$ cat src/rtl/dmem_arbiter.sv
// dmem_arbiter: shares one single-ported data memory between the datapath
// (core) and a debug/loader port. When both ports request in the same cycle,
// the one not granted last wins. The debug port can also take the memory
// for itself with dbg_lock, which locks the core out.
//
// Ports:
//   clk, reset_n                 clock, asynchronous active-low reset
//   core_req/we/addr/wdata       core access request (one cycle per access)
//   core_gnt                     combinational: core access performed this cycle
//   core_rvalid/rdata            registered read return, one cycle after grant
//   dbg_*                        same as core_* for the debug/loader port
//   dbg_lock                     debug asks for exclusive ownership of memory
//   mem_we/addr/wdata            combinational mux of the granted port's access
//   mem_rdata                    combinational memory read data for mem_addr
module dmem_arbiter #(
  parameter int unsigned ADDR_W = 32,
  parameter int unsigned DATA_W = 32
) (
  input  logic              clk,
  input  logic              reset_n,
  input  logic              core_req,
  input  logic              core_we,
  input  logic [ADDR_W-1:0] core_addr,
  input  logic [DATA_W-1:0] core_wdata,
  output logic              core_gnt,
  output logic              core_rvalid,
  output logic [DATA_W-1:0] core_rdata,
  input  logic              dbg_req,
  input  logic              dbg_we,
  input  logic [ADDR_W-1:0] dbg_addr,
  input  logic [DATA_W-1:0] dbg_wdata,
  output logic              dbg_gnt,
  output logic              dbg_rvalid,
  output logic [DATA_W-1:0] dbg_rdata,
  input  logic              dbg_lock,
  output logic              mem_we,
  output logic [ADDR_W-1:0] mem_addr,
  output logic [DATA_W-1:0] mem_wdata,
  input  logic [DATA_W-1:0] mem_rdata
);

  typedef enum logic {
    ST_ARB    = 1'b0,
    ST_LOCKED = 1'b1
  } state_t;

  localparam logic GNT_CORE = 1'b0;
  localparam logic GNT_DBG  = 1'b1;

  state_t state, state_nxt;
  logic   last_gnt, last_gnt_nxt;

  // Grant decision, lock entry/exit and round-robin pointer update.
  always_comb begin
    core_gnt     = 1'b0;
    dbg_gnt      = 1'b0;
    state_nxt    = state;
    last_gnt_nxt = last_gnt;

    case (state)
      ST_ARB: begin
        if (core_req && dbg_req) begin
          core_gnt = (last_gnt == GNT_DBG);
          dbg_gnt  = (last_gnt == GNT_CORE);
        end else begin
          core_gnt = core_req;
          dbg_gnt  = dbg_req;
        end
      end
      ST_LOCKED: begin
        dbg_gnt = dbg_req;
      end
      default: ;
    endcase

    // No access may reach memory while reset is held.
    if (!reset_n) begin
      core_gnt = 1'b0;
      dbg_gnt  = 1'b0;
    end

    if (core_gnt) last_gnt_nxt = GNT_CORE;
    if (dbg_gnt)  last_gnt_nxt = GNT_DBG;

    case (state)
      ST_ARB: begin
        // Lock only takes effect on an actual debug grant.
        if (dbg_gnt && dbg_lock) state_nxt = ST_LOCKED;
      end
      ST_LOCKED: begin
        if (!dbg_lock) begin
          state_nxt    = ST_ARB;
          last_gnt_nxt = GNT_DBG;
        end
      end
      default: ;
    endcase
  end

  // Memory-side mux of the granted access; idle bus is all zeros.
  always_comb begin
    mem_we    = 1'b0;
    mem_addr  = '0;
    mem_wdata = '0;
    if (core_gnt) begin
      mem_we    = core_we;
      mem_addr  = core_addr;
      mem_wdata = core_wdata;
    end else if (dbg_gnt) begin
      mem_we    = dbg_we;
      mem_addr  = dbg_addr;
      mem_wdata = dbg_wdata;
    end
  end

  // State and round-robin pointer; core wins the first tie after reset.
  always_ff @(posedge clk or negedge reset_n) begin
    if (!reset_n) begin
      state    <= ST_ARB;
      last_gnt <= GNT_DBG;
    end else begin
      state    <= state_nxt;
      last_gnt <= last_gnt_nxt;
    end
  end

  // Read return: capture memory data at the edge of a granted read.
  always_ff @(posedge clk or negedge reset_n) begin
    if (!reset_n) begin
      core_rvalid <= 1'b0;
      core_rdata  <= '0;
      dbg_rvalid  <= 1'b0;
      dbg_rdata   <= '0;
    end else begin
      core_rvalid <= core_gnt && !core_we;
      dbg_rvalid  <= dbg_gnt && !dbg_we;
      if (core_gnt && !core_we) core_rdata <= mem_rdata;
      if (dbg_gnt && !dbg_we)   dbg_rdata  <= mem_rdata;
    end
  end

endmodule
$ cat config.mk
export PLATFORM = sky130hd
export DESIGN_NAME = dmem_arbiter
export DESIGN_NICKNAME = d
export VERILOG_FILES = /design/src/rtl/dmem_arbiter.sv
export SDC_FILE = /design/constraint.sdc
export NUM_CORES = 1
export LEC_CHECK = 0
export ABC_AREA = 0
export CAP_MARGIN = 0
export CORE_AREA = 2 2 117 119
export DETAILED_ROUTE_END_ITERATION = 10
export DIE_AREA = 0 0 119 121
export PLACE_DENSITY = 0.67
export SLEW_MARGIN = 0
export SYNTH_ARGS = -nofsm -noshare
export SYNTH_HDL_FRONTEND = slang
export SYNTH_SLANG_ARGS = --single-unit
export TNS_END_PERCENT = 100
$ cat constraint.sdc
create_clock -name clk -period 2.2 [get_ports clk]
set_input_delay 0.44 -clock clk [delete_from_list [all_inputs] [get_ports clk]]
set_output_delay 0.44 -clock clk [all_outputs]
set_load 0.03 [all_outputs]
Word-level counts from Yosys, hierarchy flattened
Cells that the tools add are included.
Widths: inputs -> output; s select.
{"block": "totals", "register_bits": 68, "input_bits": 167, "out_inout_bits": 133, "word_cells": 33}
{"block": "op_classes", "n_mux": 19, "bitwise": 2, "n_reduce_logical": 6}
{"op": "$mux 32", "n": 4}
{"op": "$mux 1", "n": 13}
{"op": "$logic_and 1x1->1", "n": 4}
{"op": "$pmux 1 s2", "n": 2}
{"op": "$logic_not 1->1", "n": 2}
{"op": "$not 1->1", "n": 2}

Depth between registers and ports, before layout
{"block": "logic_depth", "depth_word": 8, "depth_mapped": 5, "mapped_depth_nobuf": 4}

Worst setup path before layout
Ideal clock, no wire load.
{"block": "synth_path", "path_kind": "input to output", "start": "input port core_req", "end": "output port mem_addr[23]", "arrival_ns": 1.723, "required_ns": 1.760, "setup_slack_ns": 0.037, "stages": 4, "path_cell_list": "nor2b_2 > a21oi_1 > clkbuf_1 > a22o_1"}
{"block": "synth_between", "elab_chain_len": 6, "word_cells_on_any_way": 9}
{"element": "from (decl)", "line_no": "21", "source": "input logic core_req,"}
{"element": "$logic_and 1x1->1", "line_no": "62", "source": "if (core_req && dbg_req) begin"}
{"element": "$mux 1", "line_no": "62"}
{"element": "$pmux 1 s2", "line_no": "60", "source": "case (state)"}
{"element": "$mux 1", "line_no": "77", "source": "if (!reset_n) begin"}
{"element": "named net dbg_gnt", "line_no": "32", "source": "output logic dbg_gnt,"}
{"element": "$mux 32", "line_no": "109", "source": "end else if (dbg_gnt) begin"}
{"element": "$mux 32", "line_no": "105", "source": "if (core_gnt) begin"}
{"element": "to (decl)", "line_no": "37", "source": "output logic [ADDR_W-1:0] mem_addr,"}
The timed path passes the listed nets, and every way through them passes these cells.

Final worst setup path
{"block": "layout_path", "start": "register last_gnt", "end": "output port mem_wdata[9]"}
{"block": "layout_between", "elab_chain_len": 6, "word_cells_on_any_way": 9}
{"element": "from (decl)", "line_no": "51", "source": "logic last_gnt, last_gnt_nxt;"}
{"element": "from (signal assigned)", "line_no": "123", "source": "last_gnt <= last_gnt_nxt;"}
{"element": "$not 1->1", "line_no": "64", "source": "dbg_gnt = (last_gnt == GNT_CORE);"}
{"element": "$mux 1", "line_no": "62"}
{"element": "$pmux 1 s2", "line_no": "60"}
{"element": "$mux 1", "line_no": "77"}
{"element": "$mux 32", "line_no": "109"}
{"element": "$mux 32 (*)", "line_no": "105"}
{"element": "to (decl)", "line_no": "38", "source": "output logic [DATA_W-1:0] mem_wdata,"}
Mark *: on every way between the ends. The rest lies on a longest branch, timed or not.

==> impl_metrics.yaml <==
global_routing:
  grtUsageTotal_pct: 22.1
  busiest_layer: "met2"
  use_met2_pct: 37.2
  use_met1_pct: 26.7
  met3_usage_pct: 8.08
  grt.overflow.total: 0
  grt_pass1_vias: 3710
  antenna_found_initial: 0
  grt_start_max_net_pins: 45
  grt_pass1_wl_um: 23600
sta:
  hold_viol: 0
  period_share_pct: 104
  final.setup_skew_ns: 0.0122
  tns_ns: -2.91
  fmax_mhz: 436
  maxSlewViolCount: 0
  rsz0062_at_grt: "true"
  fin_ws_ns: -0.0911
  period_needed_ns: 2.29
  setup_viol: 60
  slew_headroom_pct: 62.8
  worst_pin_slew_ns: 0.558
floorplan:
  start_util_pct: 24.6
  row_count: 42
  die_y_um: 121
  io_pins: 300
  die-area_um2: 14400
  core_area_um2: 13100
  die_x_um: 119
yosys:
  synth_warnings: 0
  ys_ff_latch: 68
  avgSynthCellArea_um2: 13.9
  synth.net_count: 398
  synthesis.instances: 231
  yosysSeqAreaShare_pct: 53.0
  netlist_area_um2: 3210
  ys_types: 22
flow_run:
  cap_violations: 0
status:
  violations: "setup timing"
  outcome: "complete, but fails checks"
clock_tree:
  cts_tree: "yes"
  path_clk_slew_ns: 0.06
  clkSinkCount: 68
  clk_latency_ns: 0.33
  cts-htree-levels: 3
  numCtsBuffers: 9
  clk_path_buf_depth: 2
  cts_root_buf: "clkbuf_16"
  holdBufCountCts: 0
setup_path:
  crit_required_ns: 1.76
  critPathKind: "register to output pin"
  arrival_ns: 1.85
  endpoint_kind: "output pin"
  path_max_fanout: 8
  critPathLaunchType: "register"
placement:
  place_ws_ns: -0.253
  dp_hpwl_um: 12600
  dpl-instance-area_um2: 6650
  place_congestion: 0.884
  io_buffers: 299
power:
  power.density_nw_per_um2: 862
  power_leakage_nw: 3.24
  irDropWorstVdd_uv: 704
routing:
  routedWlPerCell_um: 23.1
  drc: 0
  drt-pass1-iter-count: 4
  vias: 3488
  drt-total-wl_um: 17000
  ant_nets: 0
  vias_per_cell: 4.74
  drt_iter0_markers: 141
layout:
  antenna_cells: 0
  final_area_um2: 7590
  area_growth_pct: 136
  nets: 722
  drive_above_1_share_pct: 35.9
worst_hold_path:
  min_path_type: "input port to async pin"
==> through the flow <==
step                hold slack (ns)  instances  util [%]  total power, mW
finish                        0.258        736      58.0             6.54
global route                  0.297        736      58.0             6.82
CTS                           0.259        733      56.8             6.55
detailed placement            0.474        705      50.8             4.77
global placement              0.470        705      50.8             4.73
floorplan                     0.144        231         -             3.21
==> cell families after synthesis <==
family | synth area share [%]
buffers and inverters | 3.89
muxes | 22.4
and+or+nand+nor | 1.60
DFF | 53.0
AOI/OAI and AO/OA | 19.1
==> metal layers <==
layer / wire length [um] / up-vias
li1: - / 1546
met1: 6600 / 1728
met2: 8480 / 188
met3: 1450 / 26
met4: 494 / 0
met5: 0 / -
==> state kept, by name (all words and copies together) (netlist names) <==
| register | cells |
|---|---|
| last_gnt | 1 |
| core_rdata | 32 |
| state | 1 |
| dbg_rdata | 32 |
| core_rvalid | 1 |
| dbg_rvalid | 1 |
==> path summary, 6_finish.rpt <==
kind | start | to | slack, ns | cells after the start
max | last_gnt | mem_wdata[9] | -0.09 | 5
min | reset_n | dbg_rdata[30] | 0.26 | 2
max reg2reg | state | dbg_rdata[0] | 0.46 | 6
min reg2reg | dbg_rdata[6] | dbg_rdata[6] | 0.48 | 1
max in group asynchronous | reset_n | dbg_rdata[20] | 1.46 | 2
min in group clk | dbg_rdata[6] | dbg_rdata[6] | 0.48 | 1
==> cells in the mapped netlist, drive strengths merged <==
| master | n | area share, % |
|---|---|---|
| o21ai | 1 | 0.16 |
| a22o | 65 | 18 |
| buf | 16 | 3.3 |
| and4bb | 1 | 0.39 |
| o211ai | 1 | 0.23 |
| nand2b | 1 | 0.19 |
| dfstp | 1 | 0.82 |
| a211oi | 1 | 0.62 |
| mux2 | 64 | 22 |
| nor2b | 1 | 0.27 |
| inv | 2 | 0.23 |
| and3 | 1 | 0.19 |
| a21oi | 1 | 0.16 |
| o21a | 1 | 0.23 |
| nand2 | 4 | 0.55 |
| dfrtp | 67 | 52 |
| clkbuf | 3 | 0.35 |
==> critical path, stage by stage (launching register included) <==
cell	delay, ns
dfstp_2	0.57
nand2b_4	0.14
and3_4	0.31
clkbuf_16	0.20
a22o_1	0.17
buf_6	0.14
==> power breakdown <==
part	internal [mW]	leakage [nW]	total, mW	switching, mW
Clock	0.998	0.156	1.56	0.563
Combinational	1.60	2.27	3.19	1.59
Sequential	1.60	0.811	1.79	0.190
==> area by class of cell <==
type	count	area (um2)
Fill cell	1064	5500
Timing Repair Buffer	331	3730
Sequential cell	68	1700
Multi-Input combinational cell	143	1600
Clock buffer	9	225
Tap cell	176	220
Clock inverter	7	98.8
Inverter	2	7.51
==> placed cells by master (no fill, tap or decap), types with 2 or more instances in the layout <==
master           count
clkdlybuf4s50_1    229
dfrtp_1             67
mux2_2              54
a22o_1              45
buf_6               39
buf_12              33
a22o_4              20
buf_4               19
clkbuf_16           12
mux2_1              10
buf_8                3
nand2_2              2
nand2_1              2
bufinv_16            2
clkinv_4             2
buf_16               2
dlygate4sd2_1        2
==> timing repair <==
action                                  CTS  global route
cloned                                    3             5
endpoints found under the setup margin   67            65
gates resized for setup                  57            21
setup buffers                             9             0
pin swaps                                12            12
No activity file was read; power rests on OpenSTA's default activity.
